**src/rtl/cp0_reg.sv**
```systemverilog
// Coprocessor-0 register file: software read/write, Count/Compare timer, exception/ERET commit.
// Optional build macro CP0_TIMER_INT_EN adds the Count==Compare timer interrupt on Cause.IP7.
module cp0_reg #(
  parameter logic [31:0] PRID_VAL   = 32'h0000_4220,
  parameter logic [31:0] CONFIG_VAL = 32'h0000_0000,
  parameter logic [31:0] STATUS_RST = 32'h1000_0000
) (
  input  logic        clk,
  input  logic        rst,
  input  logic        we,
  input  logic [4:0]  waddr,
  input  logic [31:0] wdata,
  input  logic [4:0]  raddr,
  output logic [31:0] rdata,
  input  logic [5:0]  int_i,
  input  logic        exc_valid,
  input  logic [4:0]  exc_code,
  input  logic [31:0] exc_pc,
  input  logic        exc_in_delay,
  input  logic [31:0] exc_badvaddr,
  input  logic        exc_badv_we,
  input  logic        eret,
  output logic [31:0] count_o,
  output logic [31:0] compare_o,
  output logic [31:0] status_o,
  output logic [31:0] cause_o,
  output logic [31:0] epc_o,
  output logic [31:0] badvaddr_o,
  output logic        timer_int_o
);

  localparam logic [4:0]  A_BADV    = 5'd8;
  localparam logic [4:0]  A_COUNT   = 5'd9;
  localparam logic [4:0]  A_COMPARE = 5'd11;
  localparam logic [4:0]  A_STATUS  = 5'd12;
  localparam logic [4:0]  A_CAUSE   = 5'd13;
  localparam logic [4:0]  A_EPC     = 5'd14;
  localparam logic [4:0]  A_PRID    = 5'd15;
  localparam logic [4:0]  A_CONFIG  = 5'd16;
  localparam logic [31:0] STATUS_WMASK = 32'h1000_FF03;

  function automatic logic [31:0] status_merge(input logic [31:0] cur, input logic [31:0] wd);
    return (cur & ~STATUS_WMASK) | (wd & STATUS_WMASK);
  endfunction

  logic [31:0] count_q, count_d;
  logic [31:0] compare_q, compare_d;
  logic [31:0] status_q, status_d;
  logic [31:0] epc_q, epc_d;
  logic [31:0] badv_q, badv_d;
  logic        bd_q, bd_d;
  logic [4:0]  excode_q, excode_d;
  logic [1:0]  ipsw_q, ipsw_d;
  logic        timer_q, timer_d;
  logic [5:0]  iphw_view;
  logic [31:0] cause_view;
  logic        wr_en;

`ifdef CP0_TIMER_INT_EN
  logic [4:0] iphw_q, iphw_d;
  assign iphw_d    = int_i[4:0];
  assign iphw_view = {timer_q, iphw_q};
`else
  logic [5:0] iphw_q, iphw_d;
  assign iphw_d    = int_i;
  assign iphw_view = iphw_q;
`endif

  // A flushed instruction never commits its CP0 write.
  assign wr_en      = we & ~exc_valid & ~eret;
  assign cause_view = {bd_q, 15'b0, iphw_view, ipsw_q, 1'b0, excode_q, 2'b00};

  always_comb begin
    count_d   = count_q + 32'd1;
    compare_d = compare_q;
    status_d  = status_q;
    epc_d     = epc_q;
    badv_d    = badv_q;
    bd_d      = bd_q;
    excode_d  = excode_q;
    ipsw_d    = ipsw_q;
    timer_d   = 1'b0;
    if (wr_en) begin
      case (waddr)
        A_COUNT:   count_d   = wdata;
        A_COMPARE: compare_d = wdata;
        A_STATUS:  status_d  = status_merge(status_q, wdata);
        A_CAUSE:   ipsw_d    = wdata[9:8];
        A_EPC:     epc_d     = wdata;
        A_BADV:    badv_d    = wdata;
        default:   ;
      endcase
    end
    if (exc_valid) begin
      excode_d    = exc_code;
      status_d[1] = 1'b1;
      // Nested exceptions keep the original return point.
      if (!status_q[1]) begin
        epc_d = exc_in_delay ? exc_pc - 32'd4 : exc_pc;
        bd_d  = exc_in_delay;
      end
      if (exc_badv_we) badv_d = exc_badvaddr;
    end else if (eret) begin
      status_d[1] = 1'b0;
    end
`ifdef CP0_TIMER_INT_EN
    timer_d = timer_q;
    if (count_q == compare_q && compare_q != 32'd0) timer_d = 1'b1;
    if (wr_en && waddr == A_COMPARE) timer_d = 1'b0;
`endif
  end

  always_ff @(posedge clk) begin
    if (!rst) begin
      count_q   <= 32'd0;
      compare_q <= 32'd0;
      status_q  <= STATUS_RST;
      epc_q     <= 32'd0;
      badv_q    <= 32'd0;
      bd_q      <= 1'b0;
      excode_q  <= 5'd0;
      ipsw_q    <= 2'd0;
      iphw_q    <= '0;
      timer_q   <= 1'b0;
    end else begin
      count_q   <= count_d;
      compare_q <= compare_d;
      status_q  <= status_d;
      epc_q     <= epc_d;
      badv_q    <= badv_d;
      bd_q      <= bd_d;
      excode_q  <= excode_d;
      ipsw_q    <= ipsw_d;
      iphw_q    <= iphw_d;
      timer_q   <= timer_d;
    end
  end

  always_comb begin
    case (raddr)
      A_BADV:    rdata = badv_q;
      A_COUNT:   rdata = count_q;
      A_COMPARE: rdata = compare_q;
      A_STATUS:  rdata = status_q;
      A_CAUSE:   rdata = cause_view;
      A_EPC:     rdata = epc_q;
      A_PRID:    rdata = PRID_VAL;
      A_CONFIG:  rdata = CONFIG_VAL;
      default:   rdata = 32'd0;
    endcase
    // Same-cycle bypass of the value this write will commit.
    if (we && waddr == raddr) begin
      case (raddr)
        A_BADV, A_COUNT, A_COMPARE, A_EPC: rdata = wdata;
        A_STATUS: rdata = status_merge(status_q, wdata);
        A_CAUSE:  rdata = {cause_view[31:10], wdata[9:8], cause_view[7:0]};
        default:  ;
      endcase
    end
  end

  assign count_o     = count_q;
  assign compare_o   = compare_q;
  assign status_o    = status_q;
  assign cause_o     = cause_view;
  assign epc_o       = epc_q;
  assign badvaddr_o  = badv_q;
  assign timer_int_o = timer_q;

endmodule
```
**config.mk**
```make
export PLATFORM = sky130hd
export DESIGN_NAME = cp0_reg
export DESIGN_NICKNAME = d
export VERILOG_FILES = /design/src/rtl/cp0_reg.sv
export SDC_FILE = /design/constraint.sdc
export NUM_CORES = 1
export LEC_CHECK = 0
export CAP_MARGIN = 10
export CORE_MARGIN = 2
export CORE_UTILIZATION = 48
export DETAILED_ROUTE_END_ITERATION = 10
export GPL_ROUTABILITY_DRIVEN = 0
export PLACE_DENSITY = 0.87
export SETUP_SLACK_MARGIN = 0.05
export SLEW_MARGIN = 20
export SYNTH_ARGS = -nofsm -noshare
export SYNTH_HDL_FRONTEND = slang
export SYNTH_SLANG_ARGS = --single-unit
```
**constraint.sdc**
```tcl
create_clock -name clk -period 9.44 [get_ports clk]
set_clock_uncertainty 0.05 [all_clocks]
set_input_delay 2.832 -clock clk [delete_from_list [all_inputs] [get_ports clk]]
set_output_delay 2.832 -clock clk [all_outputs]
set_load 0.05 [all_outputs]
```
==> results.sh, run 1 <==
export IMPL_synthTopCellsByCount="nand2_1 (212), dfxtp_1 (153), o21ai_0 (96), a21oi_1 (92), clkbuf_1 (74)"
export IMPL_cts_resized=0
export IMPL_cts_buffer_depth=2
export IMPL_ys_top_cells_by_area="dfxtp_1 (34%), nand2_1 (8.8%), o21ai_0 (5.3%)"
export IMPL_ios=349
export IMPL_drt_iter0_markers=1314
export IMPL_final_util_pct=67.84
export IMPL_detail_route_wl_per_cell_um=21.71
export IMPL_cp_max_fo=18
export IMPL_max_freq_mhz=114.4
export IMPL_timing_rr_end="count_o[23]"
export IMPL_r2r_setup_slack_ns=6.93
export IMPL_synth_edf_count=0
export IMPL_cp_end_kind="output port"
export IMPL_switching_share_pct=32.31
export IMPL_clk_pin_slew_worst_paths_ns=0.06
export IMPL_vias_per_cell=6.226
export IMPL_maxCapViolCount=0
export IMPL_tritoncts="built"
export IMPL_die_w_um=141.4
export IMPL_finalSetupTns_ns=0
export IMPL_antenna_found_initial=0
export IMPL_io_buffers=308
export IMPL_crit_required_ns=6.56
export IMPL_core_area_sq_um=18580
export IMPL_n_antenna_cell=0
export IMPL_grt_max_degree=82
export IMPL_hold_path_endpoint="status_o[14]"
export IMPL_cts_sinks=153
export IMPL_yosys_cell_count_top_type="nand2_1"
export IMPL_vias=10400
export IMPL_status="finished clean"
export IMPL_arrival_ns=5.86
export IMPL_ir_drop_mv=0.1050
export IMPL_grtUsageTotal_pct=35.27
export IMPL_sequentialPowerShare_pct=38.6
export IMPL_initial_core_util_pct=48.75
export IMPL_pwr_share_comb_pct=22.2
export IMPL_p_total_mw=1.815
export IMPL_hp_start="status_o[14]"
export IMPL_syn_avg_cell_area_sq_um=7.708
export IMPL_finalWirelength_um=36250
export IMPL_yosysWarnings=0
export IMPL_grt_overflow_total=0
export IMPL_syn_to_final_growth_pct=39.16
export IMPL_finalMaxSlewViolations=0
export IMPL_hold_path_depth=2
export IMPL_grt_pass1_wl_um=55000
export IMPL_cp_slowest_cell="clkdlybuf4s50_1"
export IMPL_cts_max_level=4
export IMPL_drt_pass1_iterations=6
export IMPL_yosysTopAreaCell="dfxtp_1"
export IMPL_clock_latency_ns=0.43
export IMPL_crit_path_frequent_cell="clkdlybuf4s50_1"
export IMPL_synth_top_area_share_pct=33.82
export IMPL_numCtsBuffers=17
export IMPL_rows=50
export IMPL_r2r_start="count_o[5]"
export IMPL_r2r_cells=5
export IMPL_switchingPower_uw=586.4
export IMPL_drive_gt1_share_pct=7.799
export IMPL_slew_headroom_pct=24.13
export IMPL_grt_pass1_vias=9511
export IMPL_yosysSeqAreaShare_pct=33.82
export IMPL_start_kind="input port"
export IMPL_antenna_left=0
export IMPL_final_nets=1549
export IMPL_synth_ff_type="dfxtp_1"
export IMPL_syn_inst=1175
export IMPL_fin_crit_sh_pct=92.57
export IMPL_ys_seq_elements=153
export IMPL_dp_hpwl_um=26290
export IMPL_yosys_cell_types_count=69
export IMPL_clock_power_share_pct=39.2
export IMPL_p_leak_nw=4.431
export IMPL_post_cts_setup_buffers=0
export IMPL_min_period_ns=8.739
export IMPL_rsz0062_at_grt="false"
export IMPL_max_stage_delay_ns=0.72
export IMPL_crit_chain="clkdlybuf4s50_1 > xor2_1 > nor4_1 > a41oi_2 > a22o_1 > clkdlybuf4s50_1"
export IMPL_setup_viol=0
export IMPL_hold_viol_final=0
export IMPL_die_y_um=141.4
export IMPL_synth_area_sq_um=9057
export IMPL_p_int_mw=1.229
export IMPL_postCtsHoldBufs=0
export IMPL_worstHoldPathType="flip-flop to flip-flop"
export IMPL_drc_errors=0
export IMPL_async_flop_share_pct=0
export IMPL_crit_type="input port to output port"
export IMPL_power_density_nw_per_um2=144.0
export IMPL_cts_root_buf="clkbuf_16"
export IMPL_dieArea_sq_um=19980
export IMPL_worst_slew_pin_slew_ns=1.135
==> state kept, by name, indices dropped and copies added (netlist names) <==
signal / cells
badvaddr_o: 32
bd_q: 1
compare_o: 32
count_o: 32
epc_o: 32
excode_q: 5
iphw_q: 6
ipsw_q: 2
status_o: 11
==> layer usage <==
metal / vias to the layer above / part of all wire, % / GRT usage, %
met5: - / 0 / 0
met4: 0 / 3.7 / 13.58
met3: 111 / 12 / 8.741
met2: 732 / 45 / 55.54
met1: 4910 / 39 / 46.77
li1: 4645 / - / -
==> critical path: cells and delay by family <==
family / cells / cell delay (ns)
and+or+nand+nor: 1 / 0.44
xor gates and xnor gates: 1 / 0.25
buffers and inverters: 2 / 1.31
AOI/OAI and AO/OA: 2 / 1.01
==> power by group through the flow <==
stage               logic [mW]  clock network [mW]  registers [mW]
floorplan                0.166                   0           0.789
CTS                      0.397               0.713           0.698
global placement         0.390                   0           0.712
finish                   0.403               0.712           0.700
global route             0.422               0.740           0.701
detailed placement       0.395                   0           0.712
==> layout by cell type (no fill, tap or decap), types with 4 or more instances in the layout <==
cell	count
mux2i_1	35
and2_1	13
a221o_1	4
clkdlybuf4s50_1	285
nor4_1	15
a22o_1	18
o21ai_0	96
o22ai_1	20
conb_1	40
xor2_1	28
buf_2	4
nor2b_1	5
buf_4	34
clkbuf_16	17
xnor2_1	32
nand2_1	211
or3_1	8
dfxtp_1	153
nor2_1	62
nand4_1	14
nand3_1	15
and3_1	7
nor3_1	13
mux2_2	17
clkinvlp_4	4
a221oi_1	6
a21oi_1	92
a211oi_1	13
a311oi_1	10
a22oi_1	41
inv_1	13
a31oi_1	34
nand2b_1	6
==> stage by stage <==
stage	hold WS (ns)	worst slack (ns)	instance area, sq um	std cells
3_3_place_gp	0.4007	0.9130	11990	1638
5_1_grt	0.4426	0.5054	12600	1670
4_1_cts	0.4166	0.7689	12600	1670
2_1_floorplan	0.3996	1.424	9204	1214
6_report	0.4187	0.7015	12600	1670
3_5_place_dp	0.4094	0.7977	12000	1638
==> cell type report <==
type / count / area [sq um]
Clock buffer: 19 / 432.9
Tap cell: 234 / 292.8
Inverter: 14 / 52.55
Clock inverter: 13 / 168.9
Sequential cell: 153 / 3063
Multi-Input combinational cell: 914 / 5466
Timing Repair Buffer: 323 / 3128
Fill cell: 1504 / 5976
==> how the worst max path moves through the flow <==
stage                     slack (ns)  startpoint         to  depth (start not counted)
after global placement          0.91    waddr[1]  rdata[28]                          6
after CTS                       0.77    waddr[1]  rdata[28]                          6
after detailed placement        0.80    waddr[1]  rdata[28]                          6
final                           0.70    waddr[1]  rdata[28]                          6
after global routing            0.51    raddr[3]  rdata[12]                          7
after floorplan                 1.42    raddr[2]   rdata[5]                          7
==> kinds of logic after synthesis <==
| logic type | after synthesis | share of synthesized area (%) |
|---|---|---|
| AND/OR/NAND/NOR | 406 | 21.63 |
| AO/OA/AOI/OAI | 352 | 24.09 |
| flip-flops | 153 | 33.82 |
| buffers and inverters | 147 | 7.984 |
| XOR/XNOR | 60 | 5.802 |
| multiplexers | 54 | 6.354 |
| adder cells (fa/ha/maj) | 2 | 0.2762 |
| other | 1 | 0.04140 |
(Power assumes the default switching activity.)
==> run 2, diff against run 1 <==
- CAP_MARGIN: 10 -> 40
- CORE_UTILIZATION: 48 -> 41
- GPL_ROUTABILITY_DRIVEN: 0 -> 1
- PLACE_DENSITY: 0.87 -> 0.79
- clock period: 9.44 -> 7.6 ns (I/O delays scaled with it)
==> results.sh, run 2 (synthesis results as in run 1) <==
export IMPL_instances_no_fill=1735
export IMPL_die_w_um=152.6
export IMPL_grt_pass1_wl_um=57100
export IMPL_dp_hpwl_um=28340
export IMPL_finalWirelength_um=37930
export IMPL_grt_pass1_vias=9307
export IMPL_power_density_nw_per_um2=168.6
export IMPL_max_stage_delay_ns=0.55
export IMPL_final_cell_mix="clkdlybuf4s50_1 (273), nand2_1 (211), dfxtp_1 (153)"
export IMPL_postCtsHoldBufs=0
export IMPL_core_area_sq_um=21760
export IMPL_io_buffers=308
export IMPL_post_place_cells=1700
export IMPL_cts_resized=0
export IMPL_post_cts_setup_buffers=0
export IMPL_crit_required_ns=5.27
export IMPL_grtUsageTotal_pct=31.22
export IMPL_drive_gt1_share_pct=9.773
export IMPL_hold_path_endpoint="compare_o[27]"
export IMPL_cts_sinks=153
export IMPL_whs_ns=0.4194
export IMPL_final_cell_area_sq_um=13160
export IMPL_crit_chain="clkdlybuf4s50_1 > xor2_1 > nor4_1 > nand4b_1 > a31o_2 > o21ai_0 > buf_12"
export IMPL_numCtsBuffers=17
export IMPL_ir_drop_mv=0.1057
export IMPL_rsz0062_at_grt="false"
export IMPL_clock_latency_ns=0.43
export IMPL_cp_slowest_cell="clkdlybuf4s50_1"
export IMPL_mostFrequentLayoutCell="clkdlybuf4s50_1"
export IMPL_p_total_mw=2.219
export IMPL_maxCapViolCount=0
export IMPL_timing_rr_end="count_o[28]"
export IMPL_ios=349
export IMPL_final_nets=1566
export IMPL_syn_to_final_growth_pct=45.32
export IMPL_max_freq_mhz=141.5
export IMPL_arrival_ns=4.74
export IMPL_dieArea_sq_um=23300
export IMPL_place_area_sq_um=12570
export IMPL_finalSetupTns_ns=0
export IMPL_slew_headroom_pct=46.19
export IMPL_r2r_cells=6
export IMPL_drc_errors=0
export IMPL_grt_max_degree=81
export IMPL_finalMaxSlewViolations=0
export IMPL_cp_max_fo=10
export IMPL_tritoncts="built"
export IMPL_cp_end_kind="output port"
export IMPL_final_util_pct=60.50
export IMPL_rows=54
export IMPL_clk_pin_slew_worst_paths_ns=0.06
export IMPL_hold_path_depth=2
export IMPL_drt_iter0_markers=1190
export IMPL_status="finished clean"
export IMPL_gp_congestion=0.9674
export IMPL_dp_slack_ns=0.5569
export IMPL_hold_viol_final=0
export IMPL_cts_max_level=4
export IMPL_antenna_left=0
export IMPL_crit_type="input port to output port"
export IMPL_setup_viol=0
export IMPL_fin_crit_sh_pct=92.96
export IMPL_cts_buffer_depth=2
export IMPL_worst_slew_pin_slew_ns=0.8072
export IMPL_cts_root_buf="clkbuf_16"
export IMPL_r2r_start="count_o[1]"
export IMPL_initial_core_util_pct=41.63
export IMPL_p_leak_nw=4.632
export IMPL_finalWorstSetupSlack_ns=0.5349
export IMPL_min_period_ns=7.065
export IMPL_grt_overflow_total=0
export IMPL_vias_per_cell=5.914
export IMPL_antenna_found_initial=3
export IMPL_start_kind="input port"
export IMPL_detail_route_wl_per_cell_um=21.86
export IMPL_vias=10260
export IMPL_die_y_um=152.6
export IMPL_hp_start="compare_o[27]"
export IMPL_drt_pass1_iterations=6
export IMPL_r2r_setup_slack_ns=5.21
export IMPL_worstHoldPathType="flip-flop to flip-flop"
[run 2: how the worst max path moves through the flow]
stage | end | startpoint | depth (start not counted) | slack, ns
6_report | rdata[4] | waddr[1] | 7 | 0.53
5_1_grt | rdata[15] | waddr[1] | 7 | 0.33
4_1_cts | rdata[4] | waddr[1] | 7 | 0.55
3_5_place_dp | rdata[4] | waddr[1] | 7 | 0.56
3_3_place_gp | rdata[4] | raddr[2] | 7 | 0.69
2_1_floorplan | rdata[5] | raddr[2] | 7 | 0.69
[run 2: final cells by class]
class / instances / area [sq um]
sequential: 153 / 3063
fill: 1911 / 8593
timing repair buffer: 340 / 3669
multi-input combinational: 914 / 5455
antenna: 2 / 5.005
inverter: 14 / 52.55
clock buffer: 17 / 425.4
tap: 280 / 350.3
clock inverter: 15 / 142.6
[run 2: report_power, final]
part           switching, mW  leakage [nW]  internal, mW  total [mW]
clock network          0.378         0.269         0.457       0.835
logic                  0.330          3.11         0.184       0.514
registers             0.0369          1.25         0.833       0.870
total                  0.745          4.63          1.47        2.22
[run 2: worst max-delay path: cells and delay by family]
family,cells,cell delay (ns)
compound gates,2,0.76
simple gates,2,0.74
buf+inv,2,0.74
xor+xnor,1,0.22
[run 2: routing by layer]
metal / up-vias / share of wire [%] / GRT usage (%)
met4: 2 / 3.0 / 10.76
li1: 4688 / - / -
met1: 4859 / 42 / 42.55
met2: 628 / 45 / 48.88
met5: - / 0.032 / 0
met3: 83 / 9.3 / 6.854
